--- src/rtl/data_mem_arbiter_pkg.sv ---
// Shared definitions for the data-memory arbiter: default bus widths
// (common with the CPU data port) and the port-owner encoding.
package data_mem_arbiter_pkg;

  localparam int ADDR_W_DEF = 14;
  localparam int DATA_W_DEF = 32;

  // Owner / winner encoding, also used for last_winner.
  localparam logic [1:0] OWN_NONE = 2'd0;
  localparam logic [1:0] OWN_A    = 2'd1;
  localparam logic [1:0] OWN_B    = 2'd2;

  // The port opposite to p; anything that is not A maps to A so that a
  // last_winner of B hands the next tie to A.
  function automatic logic [1:0] other_port(input logic [1:0] p);
    return (p == OWN_A) ? OWN_B : OWN_A;
  endfunction

endpackage

--- src/rtl/data_mem_arbiter_if.sv ---
// One requester port of the data-memory arbiter: request/handshake signals
// driven by the requester and grant/read-return signals driven by the arbiter.
interface data_mem_arbiter_if
  import data_mem_arbiter_pkg::*;
#(
  parameter int ADDR_W = ADDR_W_DEF,
  parameter int DATA_W = DATA_W_DEF
);

  logic              req;
  logic              we;
  logic [ADDR_W-1:0] addr;
  logic [DATA_W-1:0] wdata;
  logic              gnt;
  logic              rvalid;
  logic [DATA_W-1:0] rdata;

  modport master (
    output req, we, addr, wdata,
    input  gnt, rvalid, rdata
  );

  modport slave (
    input  req, we, addr, wdata,
    output gnt, rvalid, rdata
  );

endinterface

--- src/rtl/data_mem_arbiter_arb_rr_pick.sv ---
// Round-robin winner selection with a bounded burst. The winner is a
// combinational function of the requests and the owner/burst/last_winner
// state held here; a sole requester always wins.
module arb_rr_pick
  import data_mem_arbiter_pkg::*;
#(
  parameter int MAX_BURST = 4
) (
  input  logic       clk,
  input  logic       rst,
  input  logic       req_a,
  input  logic       req_b,
  output logic [1:0] winner
);

  localparam logic [3:0] BURST_CAP = 4'(MAX_BURST);

  logic [1:0] owner;
  logic [3:0] burst_cnt;
  logic [1:0] last_winner;

  // Saturating increment of the burst counter at the burst cap.
  function automatic logic [3:0] sat_inc(input logic [3:0] c);
    if (c >= BURST_CAP) begin
      return BURST_CAP;
    end
    return c + 4'd1;
  endfunction

  // Pick this cycle's winner; nothing is granted while in reset.
  always_comb begin
    winner = OWN_NONE;
    if (!rst) begin
      if (req_a && !req_b) begin
        winner = OWN_A;
      end else if (req_b && !req_a) begin
        winner = OWN_B;
      end else if (req_a && req_b) begin
        if (owner == OWN_NONE) begin
          winner = other_port(last_winner);
        end else if (burst_cnt < BURST_CAP) begin
          winner = owner;
        end else begin
          winner = other_port(owner);
        end
      end
    end
  end

  // Track the current owner, its run length and the most recent winner.
  always_ff @(posedge clk) begin
    if (rst) begin
      owner       <= OWN_NONE;
      burst_cnt   <= 4'd0;
      last_winner <= OWN_B;
    end else if (winner != OWN_NONE) begin
      owner       <= winner;
      last_winner <= winner;
      if (winner == owner) begin
        burst_cnt <= sat_inc(burst_cnt);
      end else begin
        burst_cnt <= 4'd1;
      end
    end else begin
      owner     <= OWN_NONE;
      burst_cnt <= 4'd0;
    end
  end

endmodule

--- src/rtl/data_mem_arbiter.sv ---
// Shares the single-port data RAM between the CPU load/store path (port A)
// and the host/debug loader (port B), one access per cycle. Grants are
// combinational; read data returns one cycle later tagged to its port.
module data_mem_arbiter
  import data_mem_arbiter_pkg::*;
#(
  parameter int ADDR_W    = ADDR_W_DEF,
  parameter int DATA_W    = DATA_W_DEF,
  parameter int MAX_BURST = 4
) (
  input  logic                 clk,
  input  logic                 rst,
  data_mem_arbiter_if.slave    port_a,
  data_mem_arbiter_if.slave    port_b,
  output logic [ADDR_W-1:0]    mem_addr,
  output logic [DATA_W-1:0]    mem_wdata,
  output logic                 mem_we,
  input  logic [DATA_W-1:0]    mem_rdata
);

  logic [1:0] winner;
  logic       vld_a_p1;
  logic       vld_b_p1;

  arb_rr_pick #(
    .MAX_BURST (MAX_BURST)
  ) u_pick (
    .clk    (clk),
    .rst    (rst),
    .req_a  (port_a.req),
    .req_b  (port_b.req),
    .winner (winner)
  );

  assign port_a.gnt = (winner == OWN_A);
  assign port_b.gnt = (winner == OWN_B);

  // Steer the winning port onto the RAM; idle bus is all zeros.
  always_comb begin
    mem_addr  = '0;
    mem_wdata = '0;
    mem_we    = 1'b0;
    case (winner)
      OWN_A: begin
        mem_addr  = port_a.addr;
        mem_wdata = port_a.wdata;
        mem_we    = port_a.we;
      end
      OWN_B: begin
        mem_addr  = port_b.addr;
        mem_wdata = port_b.wdata;
        mem_we    = port_b.we;
      end
      default: ;
    endcase
  end

  // Stage p0 -> p1: remember which port's read is in flight in the RAM.
  always_ff @(posedge clk) begin
    if (rst) begin
      vld_a_p1 <= 1'b0;
      vld_b_p1 <= 1'b0;
    end else begin
      vld_a_p1 <= port_a.gnt && !port_a.we;
      vld_b_p1 <= port_b.gnt && !port_b.we;
    end
  end

  // A read in flight when reset arrives is dropped, so rvalid is also masked by rst.
  assign port_a.rvalid = vld_a_p1 && !rst;
  assign port_b.rvalid = vld_b_p1 && !rst;
  assign port_a.rdata  = mem_rdata;
  assign port_b.rdata  = mem_rdata;

endmodule

--- src/flat_wrapper.sv ---
// flat-port wrapper written by rule: the top's interface ports become plain ports
module data_mem_arbiter_flat import data_mem_arbiter_pkg::*;
#(
  parameter int ADDR_W    = ADDR_W_DEF,
  parameter int DATA_W    = DATA_W_DEF,
  parameter int MAX_BURST = 4
)
  (clk, rst, mem_addr, mem_wdata, mem_we, mem_rdata, port_a_req, port_a_we, port_a_addr, port_a_wdata, port_a_gnt, port_a_rvalid, port_a_rdata, port_b_req, port_b_we, port_b_addr, port_b_wdata, port_b_gnt, port_b_rvalid, port_b_rdata);
  data_mem_arbiter_if #(.ADDR_W(ADDR_W), .DATA_W(DATA_W)) port_a_i ();
  data_mem_arbiter_if #(.ADDR_W(ADDR_W), .DATA_W(DATA_W)) port_b_i ();
  input  logic clk;
  input  logic rst;
  output logic [ADDR_W-1:0] mem_addr;
  output logic [DATA_W-1:0] mem_wdata;
  output logic mem_we;
  input  logic [DATA_W-1:0] mem_rdata;
  input wire logic [$bits(port_a_i.req)-1:0] port_a_req;
  input wire logic [$bits(port_a_i.we)-1:0] port_a_we;
  input wire logic [$bits(port_a_i.addr)-1:0] port_a_addr;
  input wire logic [$bits(port_a_i.wdata)-1:0] port_a_wdata;
  output wire logic [$bits(port_a_i.gnt)-1:0] port_a_gnt;
  output wire logic [$bits(port_a_i.rvalid)-1:0] port_a_rvalid;
  output wire logic [$bits(port_a_i.rdata)-1:0] port_a_rdata;
  input wire logic [$bits(port_b_i.req)-1:0] port_b_req;
  input wire logic [$bits(port_b_i.we)-1:0] port_b_we;
  input wire logic [$bits(port_b_i.addr)-1:0] port_b_addr;
  input wire logic [$bits(port_b_i.wdata)-1:0] port_b_wdata;
  output wire logic [$bits(port_b_i.gnt)-1:0] port_b_gnt;
  output wire logic [$bits(port_b_i.rvalid)-1:0] port_b_rvalid;
  output wire logic [$bits(port_b_i.rdata)-1:0] port_b_rdata;
  assign port_a_i.req = port_a_req;
  assign port_a_i.we = port_a_we;
  assign port_a_i.addr = port_a_addr;
  assign port_a_i.wdata = port_a_wdata;
  assign port_a_gnt = port_a_i.gnt;
  assign port_a_rvalid = port_a_i.rvalid;
  assign port_a_rdata = port_a_i.rdata;
  assign port_b_i.req = port_b_req;
  assign port_b_i.we = port_b_we;
  assign port_b_i.addr = port_b_addr;
  assign port_b_i.wdata = port_b_wdata;
  assign port_b_gnt = port_b_i.gnt;
  assign port_b_rvalid = port_b_i.rvalid;
  assign port_b_rdata = port_b_i.rdata;
  data_mem_arbiter #(.ADDR_W(ADDR_W), .DATA_W(DATA_W), .MAX_BURST(MAX_BURST)) u_core (.clk(clk), .rst(rst), .port_a(port_a_i), .port_b(port_b_i), .mem_addr(mem_addr), .mem_wdata(mem_wdata), .mem_we(mem_we), .mem_rdata(mem_rdata));
endmodule
--- config.mk ---
export PLATFORM = sky130hd
export DESIGN_NAME = data_mem_arbiter_flat
export DESIGN_NICKNAME = d
export VERILOG_FILES = /design/src/rtl/data_mem_arbiter_pkg.sv /design/src/rtl/data_mem_arbiter_if.sv /design/src/rtl/data_mem_arbiter_arb_rr_pick.sv /design/src/rtl/data_mem_arbiter.sv /design/src/flat_wrapper.sv
export SDC_FILE = /design/constraint.sdc
export NUM_CORES = 1
export LEC_CHECK = 0
export BUFFER_PORTS_ARGS = -buffer_cell sky130_fd_sc_hd__buf_2
export CORE_AREA = 2 2 94 96
export CTS_CLUSTER_SIZE = 14
export DETAILED_ROUTE_END_ITERATION = 16
export DIE_AREA = 0 0 96 98
export SLEW_MARGIN = 20
export SYNTH_ARGS = -nofsm -noshare
export SYNTH_HDL_FRONTEND = slang
export SYNTH_SLANG_ARGS = --single-unit
--- constraint.sdc ---
create_clock -name clk -period 2.23 [get_ports clk]
set_input_delay 0.1115 -clock clk [delete_from_list [all_inputs] [get_ports clk]]
set_output_delay 0.1115 -clock clk [all_outputs]
set_load 0.03 [all_outputs]
Yosys cells after proc, flatten, opt, wreduce, memory -nomap -nowiden
Cells that the tools add are included.

Register bits: 10. Bits in latches: 0. Word-level logic and storage cells: 50. Output and inout bits: 115. Memory bits (read-only): 0. Memories kept: 0. RAM bits: 0. Bits of input ports: 130.

$mul: 0. Eq/ne operators: 5. Bitwise operators: 2. $add $sub $neg: 1. $lt $le $gt $ge: 2. Mux-type cells: 18. Reductions and logical operators: 16. Shifts and indexed selects: 0. Divide/modulo/power cells: 0.

Operator list (count): $pmux 32 s2 (1); $pmux 14 s2 (1); $mux 2 (8); $mux 4 (2); $logic_and 1x1->1 (7); $eq 2x1->1 const B (3); $logic_not 1->1 (5); $mux 1 (5); $add 4x1->4 const B (1); $ge 4x3->1 const B (1); $lt 4x3->1 const B (1); $reduce_or 3->1 (1); $eq 2x2->1 (1); $eq 2x2->1 const B (1); $logic_not 2->1 (1); $not 1->1 (2); $pmux 1 s2 (1); $reduce_bool 2->1 (1); $reduce_or 2->1 (1).

Longest topological paths before layout
Gate-level depths: netlist of run 1.

Depth after elaboration: 14. Depth in mapped cells: 9. Mapped depth without buffers: 8.

By module
Synthesis of run 1 repeated with hierarchy kept, for this count alone.

Cells, all modules: 233. Area total of the unflattened synthesis: 1771.7 µm².

Modules (own cells, without submodules): data_mem_arbiter (sequential area each 40.0 µm², area an instance 1338.8 µm², times used 1, cells an instance 184); arb_rr_pick (sequential area each 160.2 µm², area an instance 432.9 µm², times used 1, cells an instance 49).

Worst setup path after synthesis of run 1
Ideal clock, no wire load.

Path type: register -> output. From: register u_core.u_pick.last_winner[0]. To: output mem_addr[0]. Buffers on the path: 2. Slack: -617 ps. Required time: 2118 ps. Data arrival time: 2735 ps. Cell stages (with the launch flop): 10. Cell sequence: dfxtp_1 nor2b_1 or3_2 a41o_2 inv_1 ha_1 clkbuf_1 clkbuf_1 a22oi_1 nor2b_1.

Longest elaborated chain between the ends: 9. Elaborated cells between the ends (all ways): 10. Those cells by class: 3 x eq/ne; 7 x mux.

Ends and longest elaborated chain: from (decl) (line data_mem_arbiter_arb_rr_pick.sv:20) `logic [1:0] last_winner;`; from (signal assigned) (line data_mem_arbiter_arb_rr_pick.sv:58) `last_winner <= winner;`; $eq 2x1->1 (line data_mem_arbiter_pkg.sv:16) `return (p == OWN_A) ? OWN_B : OWN_A;`; $mux 2 (line data_mem_arbiter_pkg.sv:16); $mux 2 (line data_mem_arbiter_arb_rr_pick.sv:39) `if (owner == OWN_NONE) begin`; $mux 2 (line data_mem_arbiter_arb_rr_pick.sv:38) `end else if (req_a && req_b) begin`; $mux 2 (line data_mem_arbiter_arb_rr_pick.sv:36) `end else if (req_b && !req_a) begin`; $mux 2 (line data_mem_arbiter_arb_rr_pick.sv:34) `if (req_a && !req_b) begin`; $mux 2 (line data_mem_arbiter_arb_rr_pick.sv:33) `if (!rst) begin`; net u_core.u_pick.winner[0] (line data_mem_arbiter_arb_rr_pick.sv:13) `output logic [1:0] winner`; $eq 2x1->1; net port_a_gnt (line flat_wrapper.sv:21) `output wire logic [$bits(port_a_i.gnt)-1:0] port_a_gnt;`; $pmux 14 s2 (line data_mem_arbiter.sv:43) `case (winner)`; to (decl) (line flat_wrapper.sv:13) `output logic [ADDR_W-1:0] mem_addr;`.

The timed path passes the listed nets, and every way through them passes these cells.

Worst setup path in the final report of run 1
From: register u_core.u_pick.owner[0]. To: output mem_addr[13].

Longest elaborated chain between the ends: 10. Elaborated cells between the ends (all ways): 12. Those cells by class: 3 x eq/ne; 8 x mux; 1 x reduce/logical.

Ends and longest elaborated chain: from (decl) (line data_mem_arbiter_arb_rr_pick.sv:18) `logic [1:0] owner;`; from (signal assigned) (line data_mem_arbiter_arb_rr_pick.sv:57) `owner <= winner;`; $eq 2x1->1 (line data_mem_arbiter_pkg.sv:16); $mux 2 (line data_mem_arbiter_pkg.sv:16); $mux 2 (line data_mem_arbiter_arb_rr_pick.sv:41) `end else if (burst_cnt < BURST_CAP) begin`; $mux 2 * (line data_mem_arbiter_arb_rr_pick.sv:39); $mux 2 * (line data_mem_arbiter_arb_rr_pick.sv:38); $mux 2 * (line data_mem_arbiter_arb_rr_pick.sv:36); $mux 2 * (line data_mem_arbiter_arb_rr_pick.sv:34); $mux 2 * (line data_mem_arbiter_arb_rr_pick.sv:33); $eq 2x2->1 or $eq 2x1->1 (tied branches) (line data_mem_arbiter.sv:43); $pmux 14 s2 * (line data_mem_arbiter.sv:43).

Mark *: on every way between the ends. The rest lies on a longest branch, timed or not.

==> results of run 1 <==
repair_timing:
item | CTS | global route
pin swaps | 25 | 7
hold endpoints to repair | 0 | 0
resized for setup | 147 | 17
setup buffers | 4 | 1
gates cloned | 3 | 1
setup endpoints to repair | 48 | 48
final cells by class:
class	instances	share of cell area [%]
clock buffer	3	1.22
inverter	1	0.111
multi-input combinational	140	46.1
sequential	10	5.94
tap	108	3.98
timing repair buffer	175	42.6
through the flow:
| step | std cells | util, % | cell area (µm²) |
|---|---|---|---|
| after floorplan | 231 | - | 2060 |
| after global placement | 425 | 30.3 | 2570 |
| after detailed placement | 425 | 30.3 | 2570 |
| after CTS | 435 | 38.8 | 3280 |
| after global routing | 437 | 40.1 | 3390 |
| final | 437 | 40.1 | 3390 |
sequential cells by signal, summed over array words and instances (netlist names):
name and flops:
u_core.u_pick.burst_cnt 4, u_core.u_pick.last_winner 2, u_core.u_pick.owner 2, u_core.vld_a_p1 1, u_core.vld_b_p1 1
final timing paths:
path	startpoint	endpoint	slack [ns]	depth (start not counted)
max	u_core.u_pick.owner[0]$_SDFF_PP0_	mem_addr[13]	-0.1	9
min	port_b_we	u_core.vld_b_p1$_SDFF_PP0_	0.06	2
max reg2reg	u_core.u_pick.owner[0]$_SDFF_PP0_	u_core.u_pick.burst_cnt[2]$_SDFF_PP0_	0.38	9
min reg2reg	u_core.u_pick.last_winner[0]$_SDFFE_PP0N_	u_core.u_pick.last_winner[0]$_SDFFE_PP0N_	0.48	2
where the power goes:
part	internal (mW)	total, mW	switching, mW
Clock	0.118	0.188	0.0696
Combinational	0.373	0.687	0.315
Sequential	0.188	0.192	0.00446
Total	0.678	1.07	0.389
placed cells by master, fill, tap and decap left out, types with 2 or more instances in the layout:
master	synthesis	layout
o31ai_1	2	2
buf_8	0	3
nor2b_4	0	40
nor2b_2	0	8
a22oi_2	0	40
clkbuf_8	0	3
ha_4	0	3
buf_2	1	100
nor3b_1	2	2
nand2b_1	4	3
o21ai_2	0	2
ha_1	5	2
a22oi_1	47	7
buf_6	0	47
buf_16	0	2
nor3_1	4	4
buf_12	0	8
nor2_1	4	4
buf_4	64	13
nand2_1	3	3
dfxtp_1	10	9
nor2b_1	51	3
logic make-up after synthesis:
logic type | count (synthesis)
AND/OR/NAND/NOR | 72
other | 1
AO/OA/AOI/OAI | 62
adder cells (fa/ha/maj) | 5
flip-flops | 10
buffers and inverters | 81
per-layer routing:
layer / vias to the layer above / global-route usage, % / wire (µm)
li1: 942 / - / -
met1: 942 / 15.4 / 2460
met2: 104 / 27.5 / 3970
met3: 43 / 2.93 / 625
met4: 0 / 6.92 / 284
met5: - / 0 / 0
critical path, delay by kind of cell, from the launching register on:
family / cells / cell delay (ns)
simple gates: 3 / 0.58
fa+ha+maj: 1 / 0.32
compound gates: 2 / 0.29
buf+inv: 3 / 0.45
flops: 1 / 0.32
==> impl_metrics.ini, run 1 <==
[worst_setup_path]
required_ns = 2.12
critPathKind = reg2out
startpoint_type = flop
critPathMaxStageDelay_ns = 0.32
slowest_stage = dfxtp_2
crit_chain = or3b_4, o21ai_2, o211a_1, nand2b_4, buf_4, ha_4, buf_12, nor2b_4, buf_6
endpoint_kind = output pin
arrival_ns = 2.22
crit_fanout = 20

[pwr]
max-vdd-ir-drop_mv = 0.140
p_leak_nw = 1.40
totalPowerFinal_mw = 1.07
power.density_mw_per_mm2 = 315

[synthesis]
post-synth-top-area-cell = buf_4
ys_seq_elements = 10
syn_area_mm2 = 0.00172
synth_simple_gate_area_share_pct = 25.3
ys_types = 30
synth_area_leaders = buf_4 28%, a22oi_1 20%, nor2b_1 19%, dfxtp_1 12%, ha_1 3.6%
synth_common_cells = 64 x buf_4, 51 x nor2b_1, 47 x a22oi_1
synthAdderAreaFrac_pct = 3.63
ys.flop_type = dfxtp_1
synth_top_family_by_area = buffers and inverters
synth_seq_area_share_pct = 11.6
syn_area_per_cell_um2 = 7.46
synth_edf_count = 0
synth_top_area_share_pct = 27.9
postSynth.asyncResetShare_pct = 0
synth_compound_area_share_pct = 27.6
yosys_warnings = 0
synth.area.mux_share_pct = 0
syn-num-nets = 366
synth_most_common_cell = buf_4
synth-xor-area-share_pct = 0
syn_inst = 231

[placement]
pre_cts_ws_ns = -0.0244
dp_hpwl_um = 5160
gp_congestion = 0.869
portBuffers = 148

[sta]
period_share_pct = 104
rsz0062_at_grt = yes
skew_ns = 0.000491
whs_ns = 0.0643
finalMaxSlewViolations = 0
max_freq_ghz = 0.429
tns_ns = -3.08
hold_violations = 0
finalSetupViolations = 47
layout_setup_ws_ns = -0.0989
period_needed_ns = 2.33

[final_layout]
nets = 466
multiInputGateArea_mm2 = 0.00157
regArea_um2 = 201
fillers = 854
syn2layout_area_growth_pct = 96.7
layout-drive-gt1-share_pct = 85.4
antenna_cells = 0

[route]
drtIter0Drc = 28
dr_total_vias = 2031
wl_per_cell_um = 16.8
antenna_left = 0
vias_per_cell = 4.65
drt_first_pass_iters = 4
drc = 0
wirelength_um = 7340

[floorplan]
core_area_mm2 = 0.00847
die_y_um = 98
num_rows = 34
ios = 245
dieArea_mm2 = 0.00941
initial_utilization_pct = 20.4
die_w_um = 96

[cts]
path_clk_slew_ns = 0.05
cts_buffers = 3
cts_max_level = 1
ctsHoldBuffers = 0
cts_sinks = 10
insertion_delay_ns = 0.24
ctsRootBufferMaster = clkbuf_8
cts_buffer_depth = 2
cts_tree = built

[grt]
first_global_vias = 2183
grt_max_degree = 29
grt_pass1_wl_um = 11000
grt_usage_pct = 14.8
overflow = 0
grt_antenna_before_repair = 0

[outcome]
violations = negative setup slack
run_status = complete, but fails checks

[job]
cap_violations = 0

[min_path]
min_path_type = in2reg
(Power assumes the default switching activity.)
==> run 2: changes to the inputs <==
SYNTH_HIERARCHICAL = 1   (was not set)
clock period = 2.6 ns   (was 2.23 ns; I/O delays follow)
==> run 2 against run 1 <==
  * The run now ends clean
  * Power down 26%
  * Utilization fell by 13 points
  * Routed wire length is 27% lower
  * Combinational power is 34% lower
  * Die area is the same
  * Non-clock buffer count fell by 19
  * Final cell count shrank 3.9%
  * Sequential share of layout area up 3.0 points
==> impl_metrics.ini, run 2 <==
[cts]
cts_buffers = 3
ctsHoldBuffers = 0
insertion_delay_ns = 0.23
cts_tree = built
path_clk_slew_ns = 0.05
cts_buffer_depth = 2
cts_max_level = 1
ctsRootBufferMaster = clkbuf_8
cts_sinks = 10

[placement]
dpl_cell_area_mm2 = 0.00211
portBuffers = 148
gp_congestion = 0.761
dpl.cell_count = 415
dp_hpwl_um = 4260

[sta]
finalMaxSlewViolations = 0
period_needed_ns = 2.50
skew_ns = 0.00419
rsz0062_at_grt = yes
max_freq_ghz = 0.401
tightest_slew_ns = 0.575
hold_violations = 0
maxSlewHeadroom_pct = 60.7
period_share_pct = 96.0
whs_ns = 0.0760
finalSetupViolations = 0

[synthesis]
synth_seq_area_share_pct = 11.3
ys.flop_type = dfxtp_1
post-synth-top-area-cell = buf_4
synth_common_cells = 66 x buf_4, 52 x nor2_1, 27 x a22oi_1
yosys_warnings = 6
synth_area_leaders = buf_4 28%, a22oi_2 14%, a22oi_1 11%, dfxtp_1 11%, nor2_1 11%
syn_area_mm2 = 0.00177
synth_most_common_cell = buf_4
postSynth.asyncResetShare_pct = 0
ys_types = 36
syn_inst = 233
synth_top_area_share_pct = 28.0
syn-num-nets = 367
synth_edf_count = 0
syn_area_per_cell_um2 = 7.60
ys_seq_elements = 10

[pwr]
power.density_mw_per_mm2 = 345
max-vdd-ir-drop_mv = 0.191
totalPowerFinal_uw = 785
p_leak_nw = 1.09

[floorplan]
die_y_um = 98
initial_utilization_pct = 20.9
die_w_um = 96
core_area_mm2 = 0.00847
num_rows = 34
dieArea_mm2 = 0.00941
ios = 245

[worst_setup_path]
crit_chain = nor4b_2, or3b_1, o22ai_4, inv_1, ha_4, buf_4, a22oi_2, nor2_2, clkbuf_4
startpoint_type = flop
required_ns = 2.47
slowest_stage = or3b_1
critPathKind = reg2out
critical-path-top-delay-family = simple AND/OR/NAND/NOR gates
path_buf_inv = 3
crit_fanout = 14
arrival_ns = 2.37
critPathMaxStageDelay_ns = 0.42
endpoint_kind = output pin

[outcome]
run_status = finished, final reports clean

[final_layout]
syn2layout_area_growth_pct = 28.2
reg.largest.list = u_core/u_pick/burst_cnt x4, u_core/u_pick/last_winner x2, u_core/u_pick/owner x2
fin_cells = 420
nets = 448
antenna_cells = 0
layout_common_cells = 144 x buf_2, 50 x nor2_1, 26 x a22oi_1
layout-drive-gt1-share_pct = 61.9
fillers = 958
top_register = u_core/u_pick/burst_cnt
fin_area_mm2 = 0.00227
utilization_pct = 26.8
largest_register_ffs = 4
final_common_cell = buf_2

[route]
antenna_left = 0
dr_total_vias = 1881
wl_per_cell_um = 12.7
vias_per_cell = 4.48
drtIter0Drc = 48
wirelength_um = 5340
drc = 0
drt_first_pass_iters = 4

[grt]
grt_max_degree = 42
grt_pass1_wl_um = 7810
overflow = 0
grt_antenna_before_repair = 0
grt_usage_pct = 10.3
first_global_vias = 1679

[min_path]
min_path_type = in2reg

[job]
cap_violations = 0
run 2: final cells by class:
type / instances / area, µm² / share of cell area [%]
inverter: 3 / 11.3 / 0.496
clock buffer: 3 / 41.3 / 1.82
sequential: 10 / 203 / 8.92
multi-input combinational: 140 / 1030 / 45.5
timing repair buffer: 156 / 847 / 37.3
tap: 108 / 135 / 5.95
run 2: metal layers:
| metal | wire length, µm | GRT usage, % | share of wire [%] |
|---|---|---|---|
| met1 | 2100 | 12.0 | 39 |
| met3 | 596 | 2.47 | 11 |
| met5 | 0 | 0 | 0 |
| met2 | 2510 | 17.6 | 47 |
| met4 | 125 | 4.18 | 2.3 |
run 2: worst register-to-register path, cell delays in order, from the launching register on:
cell and delay [ns]:
dfxtp_2 0.36, nor4b_2 0.18, or3b_1 0.42, o22ai_4 0.23, inv_1 0.13, ha_4 0.21
nor3b_1 0.13
run 2: cell families after synthesis:
logic type                 count (synthesis)  synth area share [%]
other                                      1                 0.212
and+or+nand+nor                           74                  18.9
DFF                                       10                  11.3
buffers and inverters                     83                  35.0
adders and majority gates                  4                  2.82
AOI/OAI and AO/OA                         61                  31.9
run 2: report_power, final:
| group | switching [mW] | internal, mW | total, mW |
|---|---|---|---|
| Clock | 0.0548 | 0.101 | 0.156 |
| Combinational | 0.265 | 0.187 | 0.452 |
| Sequential | 0.0116 | 0.165 | 0.177 |
| Total | 0.332 | 0.453 | 0.785 |
run 2: final timing paths:
| check | startpoint | to | slack (ns) | depth (start not counted) |
|---|---|---|---|---|
| max | u_core/u_pick/owner[0]$_SDFF_PP0_ | mem_wdata[26] | 0.10 | 9 |
| min | port_a_we | u_core/vld_a_p1$_SDFF_PP0_ | 0.08 | 2 |
| max reg2reg | u_core/u_pick/owner[0]$_SDFF_PP0_ | u_core/vld_a_p1$_SDFF_PP0_ | 0.83 | 6 |
| min reg2reg | u_core/u_pick/last_winner[0]$_SDFFE_PP0N_ | u_core/u_pick/last_winner[0]$_SDFFE_PP0N_ | 0.49 | 2 |
run 2: what timing repair did:
item,4_1_cts,5_1_grt
endpoints found under the setup margin,1,46
gates resized for setup,2,21
buffers inserted,0,2
pin swaps,0,3
run 2: metrics by stage:
stage,TNS (ns),worst slack (ns)
6_report,0,0.103
5_1_grt,-0.0809,-0.0228
4_1_cts,0,0.00840
3_5_place_dp,0,0.246
3_3_place_gp,0,0.274
2_1_floorplan,0,0.146
